## src/rtl/fetch_pkg.sv

```systemverilog
// Shared sizing, fetch-state encoding and buffer entry layout for the
// instruction fetch unit.
package fetch_pkg;

  localparam int unsigned IMEM_DEPTH = 128;
  localparam int unsigned FIFO_DEPTH = 4;
  localparam int unsigned PC_W       = 32;
  localparam int unsigned INST_W     = 32;

  typedef enum logic [1:0] {
    FS_RUN   = 2'd0,
    FS_STALL = 2'd1,
    FS_FLUSH = 2'd2
  } fetch_state_e;

  typedef struct packed {
    logic [PC_W-1:0]   pc;
    logic [INST_W-1:0] inst;
  } fetch_entry_t;

endpackage

```

## src/rtl/fetch_fifo.sv

```systemverilog
// Fetched-instruction buffer: synchronous FIFO of {pc, inst} with a registered
// head that keeps its last value once the buffer drains or is cleared.
module fetch_fifo
  import fetch_pkg::*;
#(
  parameter int unsigned DEPTH = FIFO_DEPTH,
  localparam int unsigned PTR_W = (DEPTH > 1) ? $clog2(DEPTH) : 1,
  localparam int unsigned CNT_W = $clog2(DEPTH + 1)
) (
  input  logic             clk,
  input  logic             reset,
  input  logic             clear_i,
  input  logic             push_i,
  input  fetch_entry_t     data_i,
  input  logic             pop_i,
  output fetch_entry_t     head_o,
  output logic             valid_o,
  output logic [CNT_W-1:0] count_o
);

  fetch_entry_t     mem_q [DEPTH];
  logic [PTR_W-1:0] rd_q, rd_d, wr_q, wr_d;
  logic [CNT_W-1:0] count_q, count_d;
  fetch_entry_t     head_q, head_d;
  logic             valid_q, valid_d;
  logic             do_push, do_pop;

  function automatic logic [PTR_W-1:0] ptr_inc(input logic [PTR_W-1:0] p);
    return (p == PTR_W'(DEPTH - 1)) ? '0 : p + PTR_W'(1);
  endfunction

  assign do_pop  = pop_i && (count_q != '0);
  assign do_push = push_i && ((count_q != CNT_W'(DEPTH)) || do_pop);

  // Next head comes from the write port when the pushed entry lands on the new read slot.
  always_comb begin
    rd_d    = rd_q;
    wr_d    = wr_q;
    count_d = count_q;
    head_d  = head_q;
    if (clear_i) begin
      rd_d    = '0;
      wr_d    = '0;
      count_d = '0;
    end else begin
      if (do_pop)  rd_d = ptr_inc(rd_q);
      if (do_push) wr_d = ptr_inc(wr_q);
      count_d = count_q + CNT_W'(do_push) - CNT_W'(do_pop);
      if (count_d != '0) begin
        head_d = (do_push && (wr_q == rd_d)) ? data_i : mem_q[rd_d];
      end
    end
    valid_d = (count_d != '0);
  end

  always_ff @(posedge clk) begin
    if (reset) begin
      rd_q    <= '0;
      wr_q    <= '0;
      count_q <= '0;
      head_q  <= '0;
      valid_q <= 1'b0;
    end else begin
      rd_q    <= rd_d;
      wr_q    <= wr_d;
      count_q <= count_d;
      head_q  <= head_d;
      valid_q <= valid_d;
    end
  end

  always_ff @(posedge clk) begin
    if (do_push && !clear_i) mem_q[wr_q] <= data_i;
  end

  assign head_o  = head_q;
  assign valid_o = valid_q;
  assign count_o = count_q;

endmodule

```

## src/rtl/instruction_fetch.sv

```systemverilog
// Instruction fetch: issues word addresses to a registered instruction memory
// under a buffer credit rule and queues responses for decode.
module instruction_fetch #(
  parameter int unsigned IMEM_DEPTH = fetch_pkg::IMEM_DEPTH,
  parameter int unsigned FIFO_DEPTH = fetch_pkg::FIFO_DEPTH
) (
  input  logic                         clk,
  input  logic                         reset,
  input  logic                         enable,
  output logic [fetch_pkg::PC_W-1:0]   pc,
  input  logic [fetch_pkg::INST_W-1:0] inst,
  output logic                         inst_valid,
  input  logic                         inst_ready,
  output logic [fetch_pkg::INST_W-1:0] inst_out,
  output logic [fetch_pkg::PC_W-1:0]   inst_pc,
  input  logic                         redirect_valid,
  input  logic [fetch_pkg::PC_W-1:0]   redirect_pc,
  output logic [2:0]                   fifo_count
);

  import fetch_pkg::*;

  localparam int unsigned CNT_W = $clog2(FIFO_DEPTH + 1);

  fetch_state_e    state_c;
  logic [PC_W-1:0] pc_q, resp_pc_q;
  logic            pend_q;
  logic [CNT_W-1:0] count_w;
  fetch_entry_t    head_w, push_data;
  logic            valid_w, push_c, pop_c;

  // Credit counts the buffered entries plus the response still in flight.
  always_comb begin
    state_c = FS_STALL;
    if (redirect_valid) begin
      state_c = FS_FLUSH;
    end else if (enable && ((32'(count_w) + 32'(pend_q)) < FIFO_DEPTH)) begin
      state_c = FS_RUN;
    end
  end

  always_ff @(posedge clk) begin
    if (reset) begin
      pc_q      <= '0;
      resp_pc_q <= '0;
      pend_q    <= 1'b0;
    end else begin
      unique case (state_c)
        FS_FLUSH: begin
          pc_q   <= redirect_pc % PC_W'(IMEM_DEPTH);
          pend_q <= 1'b0;
        end
        FS_RUN: begin
          pc_q      <= (pc_q == PC_W'(IMEM_DEPTH - 1)) ? '0 : pc_q + PC_W'(1);
          resp_pc_q <= pc_q;
          pend_q    <= 1'b1;
        end
        default: pend_q <= 1'b0;
      endcase
    end
  end

  assign push_c    = pend_q && !redirect_valid;
  assign pop_c     = valid_w && inst_ready;
  assign push_data = '{pc: resp_pc_q, inst: inst};

  fetch_fifo #(
    .DEPTH (FIFO_DEPTH)
  ) u_fifo (
    .clk     (clk),
    .reset   (reset),
    .clear_i (redirect_valid),
    .push_i  (push_c),
    .data_i  (push_data),
    .pop_i   (pop_c),
    .head_o  (head_w),
    .valid_o (valid_w),
    .count_o (count_w)
  );

  assign pc         = pc_q;
  assign inst_valid = valid_w;
  assign inst_out   = head_w.inst;
  assign inst_pc    = head_w.pc;
  assign fifo_count = 3'(count_w);

endmodule

```

## config.mk

```make
export PLATFORM = sky130hd
export DESIGN_NAME = instruction_fetch
export DESIGN_NICKNAME = d
export VERILOG_FILES = /design/src/rtl/fetch_pkg.sv /design/src/rtl/fetch_fifo.sv /design/src/rtl/instruction_fetch.sv
export SDC_FILE = /design/constraint.sdc
export NUM_CORES = 1
export LEC_CHECK = 0
export BUFFER_PORTS_ARGS = -buffer_cell sky130_fd_sc_hd__clkbuf_2
export CAP_MARGIN = 0
export CELL_PAD_IN_SITES_DETAIL_PLACEMENT = 0
export CELL_PAD_IN_SITES_GLOBAL_PLACEMENT = 1
export CORE_UTILIZATION = 38
export CTS_BUF_LIST = sky130_fd_sc_hd__clkbuf_16
export DETAILED_ROUTE_END_ITERATION = 7
export PLACE_DENSITY_LB_ADDON = 0.25
export SLEW_MARGIN = 20
export SYNTH_ARGS = -nofsm -noshare
export SYNTH_HDL_FRONTEND = slang
export SYNTH_SLANG_ARGS = --single-unit
```

## constraint.sdc

```tcl
create_clock -name clk -period 3.9 [get_ports clk]
set_input_delay 0.195 -clock clk [delete_from_list [all_inputs] [get_ports clk]]
set_output_delay 0.195 -clock clk [all_outputs]
set_load 0.1 [all_outputs]
```

; Word-level counts from Yosys, hierarchy flattened
; Memory sizes are Yosys's and may differ from the RTL's. A register that Yosys moved wholly into a read port is not among the register bits.
; Index checks and enable logic that the tools add are counted.
[totals]
in_bits = 69
ram_bits = 256
elab_cells = 48
reg_bits = 73
memories = 1
[mem_list]
columns = name, depth, width, rd, rd_clocked_by_memory_dff, write_ports, line
row1 = u_fifo.mem_q, 4, 64, 1, 1, 1, fetch_fifo.sv:21  ; fetch_entry_t mem_q [DEPTH];
[op_classes]
reduce_logical = 15
eq_ne = 5
n_mux = 12
n_addsub = 6
magnitude_cmp = 1
n_bitwise = 1
[ops]
columns = op, n
row1 = 32-bit case mux with 2 select lines, 1
row2 = 32-bit by 1-bit adder with 32-bit output (second input constant), 1
row3 = 32-bit by 7-bit == test with 1-bit output (second input constant), 1
row4 = 32-bit 2-to-1 mux, 1
row5 = 2-bit 2-to-1 mux, 5
row6 = 3-bit nonzero test, 3
row7 = 2-bit == test (second input constant), 3
row8 = 1-bit logical AND, 6
row9 = 2-bit by 1-bit adder with 2-bit output (second input constant), 2
row10 = 3-bit by 1-bit adder with 4-bit output, 1
row11 = 4-bit by 3-bit less-than comparator with 1-bit output (second input constant), 1
row12 = 1-bit 2-to-1 mux, 4
row13 = 3-bit by 1-bit adder with 3-bit output, 1
row14 = 3-bit 2-to-1 mux, 1
row15 = 3-bit inequality test (second input constant), 1
row16 = 3-bit by 1-bit subtractor with 3-bit output, 1
row17 = 2-bit logical NOT, 1
row18 = 2-bit AND reduction, 1
row19 = 2-bit nonzero test, 1
row20 = 2-bit OR reduction, 1
row21 = 1-bit logical NOT, 1
row22 = 1-bit logical OR, 1
row23 = 1-bit NOT, 1

; Longest topological paths before layout
[depth]
ltp_word = 8
mapped_depth = 12
ltp_nobuf = 11

; Hierarchy
; Synthesis repeated with hierarchy kept, for this count alone.
[unflattened]
hier_cells = 1342
hier_area_um2 = 16324.4
[by_module_without_submodules]
columns = module, instances, area_each_um2, cells_each, seq_area_each_um2
row1 = fetch_fifo, 1, 13331.5, 972, 9128.8
row2 = instruction_fetch, 1, 2992.9, 370, 1301.2

; Worst setup path after synthesis
; Ideal clock, no wire load.
[synth_timing]
path_type = flip-flop to flip-flop
start = register u_fifo.count_q[1], in the netlist u_fifo.count_o[1]
end = register u_fifo.head_q, in the netlist u_fifo.head_o[46]
stages_incl_launch_ff = 12
arrival_time_ns = 3.741
n_path_buf = 2
setup_time_ns = 0.079
path_slack_ns = 0.081
required_ns = 3.821
cell_sequence = dfxtp_1 nor2_1 a311oi_2 ha_1 inv_1 fa_1 xnor2_1 a31oi_1 or4b_1 buf_2 buf_6 o221ai_2
[synth_between]
elab_chain_len = 8
[synth_lines]
columns = element, line
row1 = start: declaration, fetch_fifo.sv:23  ; logic [CNT_W-1:0] count_q, count_d;
row2 = start signal: assignment, fetch_fifo.sv:66  ; count_q <= count_d;
row3 = 3-bit nonzero test, fetch_fifo.sv:32  ; assign do_pop = pop_i && (count_q != '0);
row4 = 1-bit logical AND, fetch_fifo.sv:32
row5 = 1-bit logical OR *, fetch_fifo.sv:33  ; assign do_push = push_i && ((count_q != CNT_W'(DEPTH)) || do_pop);
row6 = 1-bit logical AND *, fetch_fifo.sv:33
row7 = named net u_fifo.do_push, fetch_fifo.sv:26  ; logic do_push, do_pop;
row8 = 3-bit by 1-bit adder with 3-bit output *, fetch_fifo.sv:48  ; count_d = count_q + CNT_W'(do_push) - CNT_W'(do_pop);
row9 = 3-bit by 1-bit subtractor with 3-bit output *, fetch_fifo.sv:48
row10 = 3-bit nonzero test *, fetch_fifo.sv:49  ; if (count_d != '0) begin
row11 = 2-bit AND reduction (no line) *, n/a
row12 = end signal: assignment, fetch_fifo.sv:61  ; head_q <= '0;
row13 = end signal: assignment, fetch_fifo.sv:67  ; head_q <= head_d;
row14 = end: declaration, fetch_fifo.sv:24  ; fetch_entry_t head_q, head_d;
; Mark *: on every way through the listed nets, which the timed path passes. The rest lies on a longest branch. The select of a mux whose other input is x is not followed.
; A chain may end at the register's enable or synchronous reset.

; Worst setup path in the final report
[layout_timing]
start = register u_fifo.count_q[1], in the netlist u_fifo.count_o[1]
end = register u_fifo.head_q, in the netlist u_fifo.head_o[32]
; The elaborated chain is that of the path after synthesis.

==> flow_summary.yaml <==
worst_setup_path:
  worstPathRequired_ps: 4350
  startpoint_type: "register"
  endpoint_kind: "register"
  rrSetupSlack_ps: 550
  timing.rr.start: "u_fifo.count_o[1]$_SDFF_PP0_"
  crit_arrival_ps: 3800
  worstRegToRegCells: 11
  cp_max_fo: 64
  timing.rr.end: "u_fifo.head_o[32]$_SDFFE_PP0P_"
  critPathKind: "register to register"
cts:
  cts-buffers-inserted: 43
  cts_sinks: 393
  cts_tree: "built"
  clk_path_buf_depth: 3
  ctsRootBufferMaster: "clkbuf_16"
  insertion_delay_ps: 540
  clkTransAtPathRegs_ps: 60
  htree_levels: 2
drt:
  dr.pass1.iters: 5
  wl_per_cell_um: 19.2
  vias: 10100
  viasPerCell: 5.14
  ant_nets: 0
  drcViolationCount: 0
  drt_iter0_markers: 498
  routed_wirelength_um: 37800
synthesis:
  synth_warnings: 0
  ys_top_cells_by_area: "edfxtp_1 47%, dfxtp_1 17%, mux2i_1 8.0%"
  ys_seq_area_share_pct: 64.2
  ys_async_sr_fraction_pct: 0
  syn_inst: 1219
  synth-seq-cells: 393
  ys_types: 55
  synth_fp_nets: 1297
  avgSynthCellArea_um2: 13.3
  synthesis.area_mm2: 0.0162
  synth_edf_count: 256
  synth_top_cell_area_share_pct: 47.3
  yosysTopAreaCell: "edfxtp_1"
  synth-main-ff-cell: "edfxtp_1"
run:
  max_cap_violations: 0
die:
  ios: 169
  die-area_mm2: 0.0436
  core_area_mm2: 0.0420
  dieHeight_um: 209
  initial_core_util_pct: 38.7
  dieWidth_um: 209
  num_rows: 75
worst_hold_path:
  hold_end: "pc[4]$_SDFFE_PP0P_"
  whs_path_depth: 3
  hold_path.startpoint: "redirect_valid"
  min_path_type: "primary input to register"
final_layout:
  multi_input_area_mm2: 0.00520
  n_fill_cell: 3837
  syn_to_final_growth_pct: 19.1
  regArea_mm2: 0.0104
  n_antenna_cell: 0
  final_nets: 1469
  drive_gt1_share_pct: 25.3
global_routing:
  gr-usage-all-layers_pct: 17.5
  antenna_found_initial: 0
  gr-total-overflow: 0
  grt_max_degree: 93
  grt_pass1_vias: 10200
  grt_pass1_wl_um: 59500
timing:
  clock_skew_ps: 13.4
  timing.setup.tns_ps: 0
  fin_crit_sh_pct: 85.9
  relSlewSlack_pct: 49.6
  min_period_ps: 3350
  hold_viol_final: 0
  tightest_slew_ps: 756
  drv_slew: 0
  finalSetupViolCount: 0
  fmax_mhz: 299
  grt_setup_unrepaired: "false"
placement:
  place_congestion: 0.799
  port_buffers: 143
  hpwlAfterDp_um: 21600
power:
  power_uw: 8690
  powerDensity_mw_per_mm2: 449
  p_leak_uw: 0.00769
  ir_worst_vdd_mv: 0.304
outcome:
  status: "finished clean"
==> flip-flops by register name (all words and copies together) (netlist names) <==
signal          count
pc                 32
pend_q              1
resp_pc_q          32
u_fifo.count_o      3
u_fifo.head_o      64
u_fifo.mem_q      256
u_fifo.rd_q         2
u_fifo.valid_o      1
u_fifo.wr_q         2
==> how the worst max path moves through the flow <==
stage | startpoint | endpoint | slack, ps | cells past startpoint
finish | u_fifo.count_o[1]$_SDFF_PP0_ | u_fifo.head_o[32]$_SDFFE_PP0P_ | 550 | 11
global placement | u_fifo.count_o[1]$_SDFF_PP0_ | u_fifo.head_o[57]$_SDFFE_PP0P_ | 600 | 11
floorplan | u_fifo.count_o[1]$_SDFF_PP0_ | u_fifo.head_o[46]$_SDFFE_PP0P_ | 80 | 11
CTS | u_fifo.count_o[1]$_SDFF_PP0_ | u_fifo.head_o[57]$_SDFFE_PP0P_ | 530 | 11
global route | u_fifo.count_o[1]$_SDFF_PP0_ | u_fifo.head_o[57]$_SDFFE_PP0P_ | 340 | 11
detailed placement | u_fifo.count_o[1]$_SDFF_PP0_ | u_fifo.head_o[57]$_SDFFE_PP0P_ | 520 | 11
==> report_power, final <==
part           internal [µW]  switching, µW
combinational           96.1            264
sequential              4440           28.7
clock                   2280           1580
total                   6820           1880
==> synth_stat cells, types with 2 or more instances <==
master,count
and4_1,4
nand4_1,15
clkbuf_1,51
o22ai_1,2
inv_1,80
buf_2,20
o221ai_2,60
a31oi_1,18
o221ai_1,4
a2111oi_0,2
and3_1,4
nand2_1,155
nor4_1,21
buf_1,2
nor2_1,29
mux2i_1,130
or4_1,8
buf_6,6
a21oi_1,45
ha_1,8
dfxtp_1,137
nor3_1,8
a41oi_1,3
o21ai_1,7
or3_1,4
edfxtp_1,256
o31ai_1,6
o211ai_1,6
or2_1,3
and2_1,4
mux2_2,64
xnor2_1,9
nand3_1,20
a211oi_1,3
nand3b_1,5
==> cell usage in the layout, fill, tap and decap left out, types with 8 or more instances in the layout <==
cell,count
clkbuf_2,143
nand2_1,155
o221ai_2,60
dfxtp_1,137
a21oi_1,45
mux2i_1,128
buf_4,16
clkinv_1,10
nand4_1,15
buf_12,8
mux2_2,64
inv_1,92
dlygate4sd3_1,39
nor4_1,21
ha_1,8
xnor2_1,9
a31oi_1,18
nand3_1,20
nor2_1,28
edfxtp_1,256
or4_1,8
clkbuf_16,45
==> metal layers <==
layer	global-route usage [%]	vias to the layer above	wire length, µm
met3	2.99	42	1600
met2	29.0	204	18000
li1	-	4879	-
met5	0	-	0
met4	4.26	0	529
met1	23.8	4962	17700
==> metrics by stage <==
step	setup slack, ps	cells	hold WS, ps	instance area (µm²)	utilization [%]
after global placement	604	1846	431	17600	41.9
after detailed placement	525	1846	435	17600	41.9
after global routing	341	1964	100	19400	46.0
after floorplan	80.5	1219	294	16200	-
after CTS	527	1964	77.0	19400	46.0
final	551	1964	89.7	19400	46.0
==> kinds of logic (layout without fill, tap and decap cells) <==
| kind of cell | count (synthesis) | after routing | share of synthesized area (%) |
|---|---|---|---|
| AOI/OAI and AO/OA | 169 | 169 | 9.88 |
| xor gates and xnor gates | 10 | 10 | 0.539 |
| adders and majority gates | 9 | 9 | 0.739 |
| buffers and inverters | 160 | 366 | 4.13 |
| DFF | 393 | 393 | 64.2 |
| muxes | 194 | 194 | 12.4 |
| and+or+nand+nor | 284 | 284 | 8.09 |
==> critical path: stages, from the launching register on <==
cell      delay (ps)
dfxtp_1          490
nor2_1            90
a311oi_2         260
buf_4            210
ha_1             160
inv_1             40
fa_1             370
xnor2_1          170
a31oi_1          380
or4b_4           530
buf_12           260
o221ai_2         240
==> what timing repair did <==
| action | CTS | global route |
|---|---|---|
| hold endpoints to repair | 166 | 0 |
| hold buffers | 39 | 0 |
| buffers inserted | 0 | 0 |
| gates resized for setup | 0 | 0 |
==> cell type report <==
| type | count | area share, % |
|---|---|---|
| clock buffer | 45 | 5.82 |
| sequential | 393 | 53.9 |
| tap | 539 | 3.49 |
| timing repair buffer | 206 | 7.16 |
| clock inverter | 34 | 1.19 |
| inverter | 81 | 1.57 |
| multi-input combinational | 666 | 26.9 |
Power figures use the tool's default switching activity.
